===== src/rtl/slot_alloc_pkg.sv =====
// -----------------------------------------------------------------------------
// slot_alloc_pkg
// Shared definitions for the slot allocator:
//   SIZE_DEFAULT  default number of tracked slots
//   idx_width()   slot index width for a given slot count
//   alloc_port_t  2-bit per-port request/grant vector
// -----------------------------------------------------------------------------
package slot_alloc_pkg;

  localparam int SIZE_DEFAULT = 16;

  typedef logic [1:0] alloc_port_t;

  function automatic int idx_width(input int size);
    return $clog2(size);
  endfunction

endpackage


===== src/rtl/slot_allocator_find_zeros.sv =====
// -----------------------------------------------------------------------------
// find_zeros
// Purely combinational scan of an occupancy vector. It returns the lowest
// and second-lowest zero bit positions, with one found flag for each. When a
// position does not exist, its index is 0 and its flag is 0.
//
// Ports:
//   vec           occupancy vector (1 = allocated)
//   first_idx     index of the lowest zero
//   first_found   a lowest zero exists
//   second_idx    index of the second-lowest zero
//   second_found  a second-lowest zero exists
// -----------------------------------------------------------------------------
module find_zeros
  import slot_alloc_pkg::*;
#(
  parameter int SIZE = SIZE_DEFAULT
) (
  input  logic [SIZE-1:0]            vec,
  output logic [idx_width(SIZE)-1:0] first_idx,
  output logic                       first_found,
  output logic [idx_width(SIZE)-1:0] second_idx,
  output logic                       second_found
);

  localparam int IDXW = idx_width(SIZE);

  always_comb begin
    first_idx    = '0;
    first_found  = 1'b0;
    second_idx   = '0;
    second_found = 1'b0;
    for (int unsigned i = 0; i < SIZE; i++) begin
      if (!vec[i]) begin
        if (!first_found) begin
          first_found = 1'b1;
          first_idx   = IDXW'(i);
        end else if (!second_found) begin
          second_found = 1'b1;
          second_idx   = IDXW'(i);
        end
      end
    end
  end

endmodule


===== src/rtl/slot_allocator.sv =====
// -----------------------------------------------------------------------------
// slot_allocator
// Tracks the occupancy of SIZE slots. There are two allocation ports and two
// release ports. Each allocation port grants the lowest free slot still
// available. All state lives in this module. The find_zeros sub-module only
// supplies the candidate indices.
//
// Optional feature: define SLOT_ALLOC_ERR_EN to add the sticky 'err' output.
//
// Ports:
//   clk        clock, rising edge
//   rst_n      asynchronous, active-low reset
//   alloc_req  per-port request; bit 1 counts only together with bit 0
//   alloc_gnt  per-port grant, combinational from registered state
//   alloc_idx0 lowest free slot index (0 if none)
//   alloc_idx1 second-lowest free slot index (0 if none)
//   free_vld   per-port release strobe
//   free_idx0  slot released by port 0
//   free_idx1  slot released by port 1
//   busy_vec   registered occupancy, 1 = allocated
//   free_cnt   registered number of free slots
//   full       no free slots
//   empty      all slots free
//   err        (SLOT_ALLOC_ERR_EN only) sticky bad-release flag
// -----------------------------------------------------------------------------
module slot_allocator
  import slot_alloc_pkg::*;
#(
  parameter int SIZE = SIZE_DEFAULT
) (
  input  logic                       clk,
  input  logic                       rst_n,
  input  logic [1:0]                 alloc_req,
  output logic [1:0]                 alloc_gnt,
  output logic [idx_width(SIZE)-1:0] alloc_idx0,
  output logic [idx_width(SIZE)-1:0] alloc_idx1,
  input  logic [1:0]                 free_vld,
  input  logic [idx_width(SIZE)-1:0] free_idx0,
  input  logic [idx_width(SIZE)-1:0] free_idx1,
  output logic [SIZE-1:0]            busy_vec,
  output logic [idx_width(SIZE):0]   free_cnt,
  output logic                       full,
  output logic                       empty
`ifdef SLOT_ALLOC_ERR_EN
  ,
  output logic                       err
`endif
);

  localparam int IDXW = idx_width(SIZE);
  localparam logic [IDXW:0] SIZE_W  = (IDXW+1)'(SIZE);
  localparam logic [IDXW:0] CNT_TWO = (IDXW+1)'(2);

  logic              first_found;
  logic              second_found;
  alloc_port_t       gnt;
  logic              rel0;
  logic              rel1;
  logic              in_range0;
  logic              in_range1;
  logic [SIZE-1:0]   busy_nxt;
  logic [IDXW:0]     cnt_nxt;

  find_zeros #(.SIZE(SIZE)) u_find_zeros (
    .vec          (busy_vec),
    .first_idx    (alloc_idx0),
    .first_found  (first_found),
    .second_idx   (alloc_idx1),
    .second_found (second_found)
  );

  // Grants are masked by rst_n so none are visible while reset is held.
  // free_cnt and the found flags always agree. The flags keep the grant
  // tied to a slot that actually exists.
  always_comb begin
    gnt    = '0;
    gnt[0] = rst_n && alloc_req[0] && (free_cnt != '0) && first_found;
    gnt[1] = rst_n && alloc_req[0] && alloc_req[1] &&
             (free_cnt >= CNT_TWO) && second_found;
  end

  assign alloc_gnt = gnt;

  // A release takes effect only when it names an in-range, busy slot.
  // If port 1 repeats port 0's effective release, it is a double-free and is dropped.
  assign in_range0 = ({1'b0, free_idx0} < SIZE_W);
  assign in_range1 = ({1'b0, free_idx1} < SIZE_W);

  always_comb begin
    rel0 = 1'b0;
    rel1 = 1'b0;
    if (free_vld[0] && in_range0)
      rel0 = busy_vec[free_idx0];
    if (free_vld[1] && in_range1)
      rel1 = busy_vec[free_idx1] && !(rel0 && (free_idx1 == free_idx0));
  end

  // Granted slots are currently free and released slots are currently busy,
  // so the set and clear operations never target the same bit.
  always_comb begin
    busy_nxt = busy_vec;
    if (gnt[0]) busy_nxt[alloc_idx0] = 1'b1;
    if (gnt[1]) busy_nxt[alloc_idx1] = 1'b1;
    if (rel0)   busy_nxt[free_idx0]  = 1'b0;
    if (rel1)   busy_nxt[free_idx1]  = 1'b0;
  end

  always_comb begin
    cnt_nxt = free_cnt
            - (IDXW+1)'(gnt[0]) - (IDXW+1)'(gnt[1])
            + (IDXW+1)'(rel0)   + (IDXW+1)'(rel1);
  end

  always_ff @(posedge clk or negedge rst_n) begin
    if (!rst_n) begin
      busy_vec <= '0;
      free_cnt <= SIZE_W;
    end else begin
      busy_vec <= busy_nxt;
      free_cnt <= cnt_nxt;
    end
  end

  assign full  = (free_cnt == '0);
  assign empty = (free_cnt == SIZE_W);

`ifdef SLOT_ALLOC_ERR_EN
  logic bad_release;

  // Any strobe that did not produce an effective release is an error. This
  // covers non-busy, out-of-range and double-free releases.
  assign bad_release = (free_vld[0] && !rel0) || (free_vld[1] && !rel1);

  always_ff @(posedge clk or negedge rst_n) begin
    if (!rst_n)
      err <= 1'b0;
    else if (bad_release)
      err <= 1'b1;
  end
`endif

endmodule


===== config.mk =====
export PLATFORM = sky130hd
export DESIGN_NAME = slot_allocator
export DESIGN_NICKNAME = d
export VERILOG_FILES = /design/src/rtl/slot_alloc_pkg.sv /design/src/rtl/slot_allocator_find_zeros.sv /design/src/rtl/slot_allocator.sv
export SDC_FILE = /design/constraint.sdc
export NUM_CORES = 1
export LEC_CHECK = 0
export CORE_MARGIN = 5
export CORE_UTILIZATION = 25
export DETAILED_ROUTE_END_ITERATION = 7
export PLACE_DENSITY = 0.47
export SETUP_SLACK_MARGIN = 0.1
export SYNTH_ARGS = -nofsm -noshare
export SYNTH_HDL_FRONTEND = slang
export SYNTH_HIERARCHICAL = 1
export SYNTH_SLANG_ARGS = --single-unit
export TNS_END_PERCENT = 100

===== constraint.sdc =====
create_clock -name clk -period 11.29 [get_ports clk]
set_input_delay 2.258 -clock clk [delete_from_list [all_inputs] [get_ports clk]]
set_output_delay 2.258 -clock clk [all_outputs]
set_load 0.02 [all_outputs]

# ---- Word-level counts from Yosys, hierarchy flattened
# Index checks and enable logic that the tools add are counted.
dict set report totals {
  in_bits 14
  out_inout_bits 33
  wordCells 175
  reg_bits 21
}
dict set report classes {
  muxes 137
  bitwise 6
  n_eq_ne 2
  addsub 4
  order_cmp 9
  n_reduce_logical 15
}
# op count
set op_table {}
lappend op_table {{4-bit two-way mux} 72}
lappend op_table {{16-bit two-way mux} 4}
lappend op_table {{1-bit two-way mux} 55}
lappend op_table {{16-bit bitwise AND} 2}
lappend op_table {{16-bit inverter} 2}
lappend op_table {{16-bit bitwise OR} 2}
lappend op_table {{4-bit by 5-bit < comparator with 1-bit output (second input constant)} 4}
lappend op_table {{1-bit demux with 4-bit select} 4}
lappend op_table {{4-bit by 1-bit greater-or-equal comparator with 1-bit output (second input constant)} 4}
lappend op_table {{1-bit logical AND} 12}
lappend op_table {{5-bit by 1-bit adder with 5-bit output} 2}
lappend op_table {{5-bit by 1-bit subtractor with 5-bit output} 2}
lappend op_table {{1-bit binary-select mux with 4-bit select} 2}
lappend op_table {{5-bit equality test (second input constant)} 1}
lappend op_table {{5-bit by 2-bit greater-or-equal comparator with 1-bit output (second input constant)} 1}
lappend op_table {{5-bit logical NOT} 1}
lappend op_table {{5-bit nonzero test} 1}
lappend op_table {{4-bit equality test} 1}
lappend op_table {{1-bit logical NOT} 1}

# ---- Depth between registers and ports, before layout
dict set report logic_depth {
  depth_word 54
  depth_mapped 20
  mapped_depth_nobuf 19
}

# ---- Modules after synthesis
# The synthesis kept the hierarchy.
# mod instances cells_per_inst area_each_um2
set by_module_without_submodules {}
lappend by_module_without_submodules {slot_allocator 1 230 2074.5}
lappend by_module_without_submodules {find_zeros 1 191 1166.1}

# ---- Worst setup path after synthesis
# Ideal clock, no wire load.
dict set report synth_path {
  path_kind {input-to-output}
  startpoint {input port rst_n}
  endpoint {output port alloc_gnt[1]}
  slack_ns 6.007
  path_stages 3
  arrival_time_ns 3.025
  cell_sequence {nand4_1 -> clkbuf_1 -> a21oi_1}
}
dict set report synth_via {
  elab_chain_len 4
}
# element line_no
set synth_rtl {}
lappend synth_rtl {{start: declaration} slot_allocator.sv:32} ;# input logic rst_n,
lappend synth_rtl {{1-bit logical AND (3 in series)} slot_allocator.sv:78} ;# gnt[1] = rst_n && alloc_req[0] && alloc_req[1] &&
lappend synth_rtl {{1-bit logical AND} slot_allocator.sv:79} ;# (free_cnt >= CNT_TWO) && second_found;
lappend synth_rtl {{end: declaration} slot_allocator.sv:34} ;# output logic [1:0] alloc_gnt,
# No other way between the ends.

# ---- Final worst setup path
dict set report layout_path {
  startpoint {input port rst_n}
  endpoint {output port alloc_gnt[0]}
}
dict set report layout_via {
  elab_chain_len 3
}
# element line_no
set layout_rtl {}
lappend layout_rtl {{1-bit logical AND (3 in series)} slot_allocator.sv:77} ;# gnt[0] = rst_n && alloc_req[0] && (free_cnt != '0) && first_found;
# No other way between the ends.

==> results.md <==
* Outcome: finished, final reports clean
* Max Clock Freq at 147.2 MHz
* CTS H-Tree Depth at 1
* Simple-Gate Fraction of Synth Area at 24.79%
* Crit path required time at 9.03 ns
* Clk slew on worst S/H paths at 0.06 ns
* Residual DRC count at 0
* Syn avg cell area at 7.697 sq um
* Final HPWL DP at 8.958 mm
* Number of global-route vias before repair at 3442
* Die span in x at 123.9 um
* Yosys cell types at 74
* Post-DR vias/cell at 5.775
* Peak supply drop at 125.4 uV
* RSZ-0062 raised after global routing: no
* TritonCTS clock tree: done
* Fillers at 1354
* CTS root buf: clkbuf_16
* Synthesized net count at 450
* Fin crit share at 60.17%
* CP Capture Type: output port
* CP Launch Point: rst_n
* Share of the synthesized area in the top cell type at 15.44%
* Wire length on met3 at 495 um
* Arrival @ worst endpoint at 4.53 ns
* Global-route wire length before repair at 18.79 mm
* Worst Tran Pin Value at 0.9649 ns
* Ant. Diodes at 0
* CP bufs+invs at 3
* Beginning of the worst hold path: free_cnt[4]$_DFF_PN1_
* Antenna Violating Nets Remaining at 0
* Drt wl/cell at 19.48 um
* Gr usage total at 15.58%
* Post-Route Skew at 0.002714 ns
* Final Slew Violations at 0
* Largest family of logic cells by synthesized area: compound AO/OA/AOI/OAI gates
* DRT iter0 DRCs at 306
* Cell Pwr Density at 222.3 nW/um^2
* WL met2 at 5.839 mm
* Crit start category: primary input
* Hold Violations, Final at 0
* Clock Sinks at 21
* Max_cap viols at 0
* Xor and xnor area share after synthesis at 2.124%
* Post-synthesis sequential area ratio at 16.25%
* Count leader, synth: nand2_1
* Most area-consuming cells after synthesis: dfrtp_1 15%, ha_1 4.6%, nand2_1 4.2%
* Ys async rst share at 100.0%
* RR Startpoint: busy_vec[0]$_DFF_PN0_
* CP Class: in2out
* Die ar. at 15340 sq um
* Vias at 3563
* Initial Utilization at 25.58%
* Crit path cell chain: clkdlybuf4s50_1, buf_4, nand3_1, nor2_1, clkdlybuf4s50_1
* Cts bufs inserted at 3
* Worst-skew pair later-pin latency at 0.25 ns
* Port bufs at 46
* Top Family by Delay on Critical Path: buffers and inverters
* Area leader, netlist: dfrtp_1
* Final setup fails at 0
* Initial antenna violation count at 0
* Final WL at 12.02 mm
* Met1 wire length at 5.278 mm
* Post-synthesis compound-gate area fraction at 34.90%
* FP Rows at 41
* Layout area overhead at 18.84%
* NumNets Final at 475
* CTS Hold Bufs at 0
* #FFs+latches synth at 21
* Most instantiated cells after synthesis: 36 x nand2_1, 34 x nor2_1, 25 x o21ai_0
* Mapped Area at 3241 sq um
* GRT overflow at 0
* Pleak at 1.377 nW
* Clock Path Buffers at 2
* Crit path max-delay cell type: clkdlybuf4s50_1
* Setup TNS Final at 0 ns
* Post-Synth Adder-Cell Area at 7.413%
* HP Class: reg2reg
* Post-synthesis mux area share at 6.564%
* Share of cells above drive strength 1 at 6.742%
* Post-synth EDFFs at 0
* Worst slew margin at 35.67%
* GPL Wtd Cong at 0.8800
* Cells after Synth at 421
* DRT Pass-1 Iters at 5
* Yosys warning total at 6
* CP most frequent cell: clkdlybuf4s50_1
* Post-CTS resize count at 0
* Final hold slack at 0.6796 ns
* Ys flop type: dfrtp_1
* Max stage delay on crit path at 0.77 ns
* CP Max Fanout at 23
* Height of the die at 123.9 um
* Postcts setup bufs at 0
* Largest net degree at the start of global routing at 26
* Min cycle time layout at 6.793 ns
* Core area at 12670 sq um
* Max Used Layer: met4
* I/O pin count at 47
==> path summary, 6_finish.rpt <==
| kind | endpoint | slack [ns] | depth (start not counted) |
|---|---|---|---|
| worst min register to register | free_cnt[4]$_DFF_PN1_ | 0.68 | 3 |
| worst max register to register | free_cnt[2]$_DFF_PN0_ | 6.51 | 15 |
| worst min-delay path | free_cnt[4]$_DFF_PN1_ | 0.68 | 3 |
| max in group asynchronous | free_cnt[4]$_DFF_PN1_ | 8.66 | 2 |
| worst max-delay path | alloc_gnt[0] | 4.50 | 5 |
| min in group asynchronous | free_cnt[3]$_DFF_PN0_ | 2.35 | 2 |
==> layout by cell type (no fill, tap or decap), types with 13 or more instances in the layout <==
master,instances
o21ai_0,25
nand2_1,36
a21oi_1,24
nor2_1,34
a31oi_1,14
dfrtp_1,20
nor2b_1,13
inv_1,24
nand3_1,13
clkdlybuf4s50_1,46
a2111oi_0,14
==> stage by stage <==
| stage | utilization [%] | total power [mW] | setup WS, ns | instance area, sq um | std cells |
|---|---|---|---|---|---|
| 2_1_floorplan | - | 0.5562 | 6.007 | 3241 | 421 |
| 3_3_place_gp | 29.76 | 0.7778 | 4.516 | 3771 | 613 |
| 3_5_place_dp | 29.76 | 0.7795 | 4.511 | 3771 | 613 |
| 4_1_cts | 30.39 | 0.8585 | 4.508 | 3851 | 617 |
| 5_1_grt | 30.39 | 0.9283 | 4.343 | 3851 | 617 |
| 6_report | 30.39 | 0.8562 | 4.497 | 3851 | 617 |
==> area by class of cell <==
type	instances	area [sq um]	share of cell area, %
clock buffers	3	75.07	1.949
clock inverters	1	5.005	0.1300
inverters	24	90.09	2.339
multi-input cells	347	2456	63.78
flip-flops and latches	21	526.8	13.68
well taps	172	215.2	5.588
repair buffers	49	483.0	12.54
==> sequential cells by signal (all words and copies together), names as in the netlist <==
signal,flops
busy_vec,16
free_cnt,5
==> logic make-up (layout without fill, tap and decap cells) <==
family / after synthesis / count (layout)
AO/OA/AOI/OAI: 157 / 157
AND/OR/NAND/NOR: 149 / 149
buffers and inverters: 53 / 77
flip-flops: 21 / 21
adder cells (fa/ha/maj): 18 / 18
multiplexers: 16 / 16
XOR/XNOR: 7 / 7
==> worst reg2reg max path, cell delays in order (launching register included) <==
cell	delay, ns
dfrtp_1	0.58
ha_1	0.57
nand3_4	0.20
nor4_4	0.71
o2111ai_1	0.21
nand3_1	0.16
nand2_1	0.10
nand4_1	0.39
a21oi_1	0.11
inv_1	0.11
fa_1	0.46
fa_1	0.41
ha_1	0.21
inv_1	0.07
fa_1	0.40
inv_1	0.06
==> power by group <==
| part | leakage (nW) | switching, mW | total (mW) | internal [mW] |
|---|---|---|---|---|
| sequential | 0.265 | 0.0695 | 0.170 | 0.101 |
| clock | 0.0409 | 0.0269 | 0.0744 | 0.0475 |
| combinational | 1.07 | 0.366 | 0.612 | 0.246 |
==> metal layers <==
layer / track usage [%] / vias to the layer above
li1: - / 1675
met1: 20.66 / 1747
met2: 26.36 / 111
met3: 1.181 / 30
met4: 5.952 / 0
met5: 0 / -
Power figures use the tool's default switching activity.
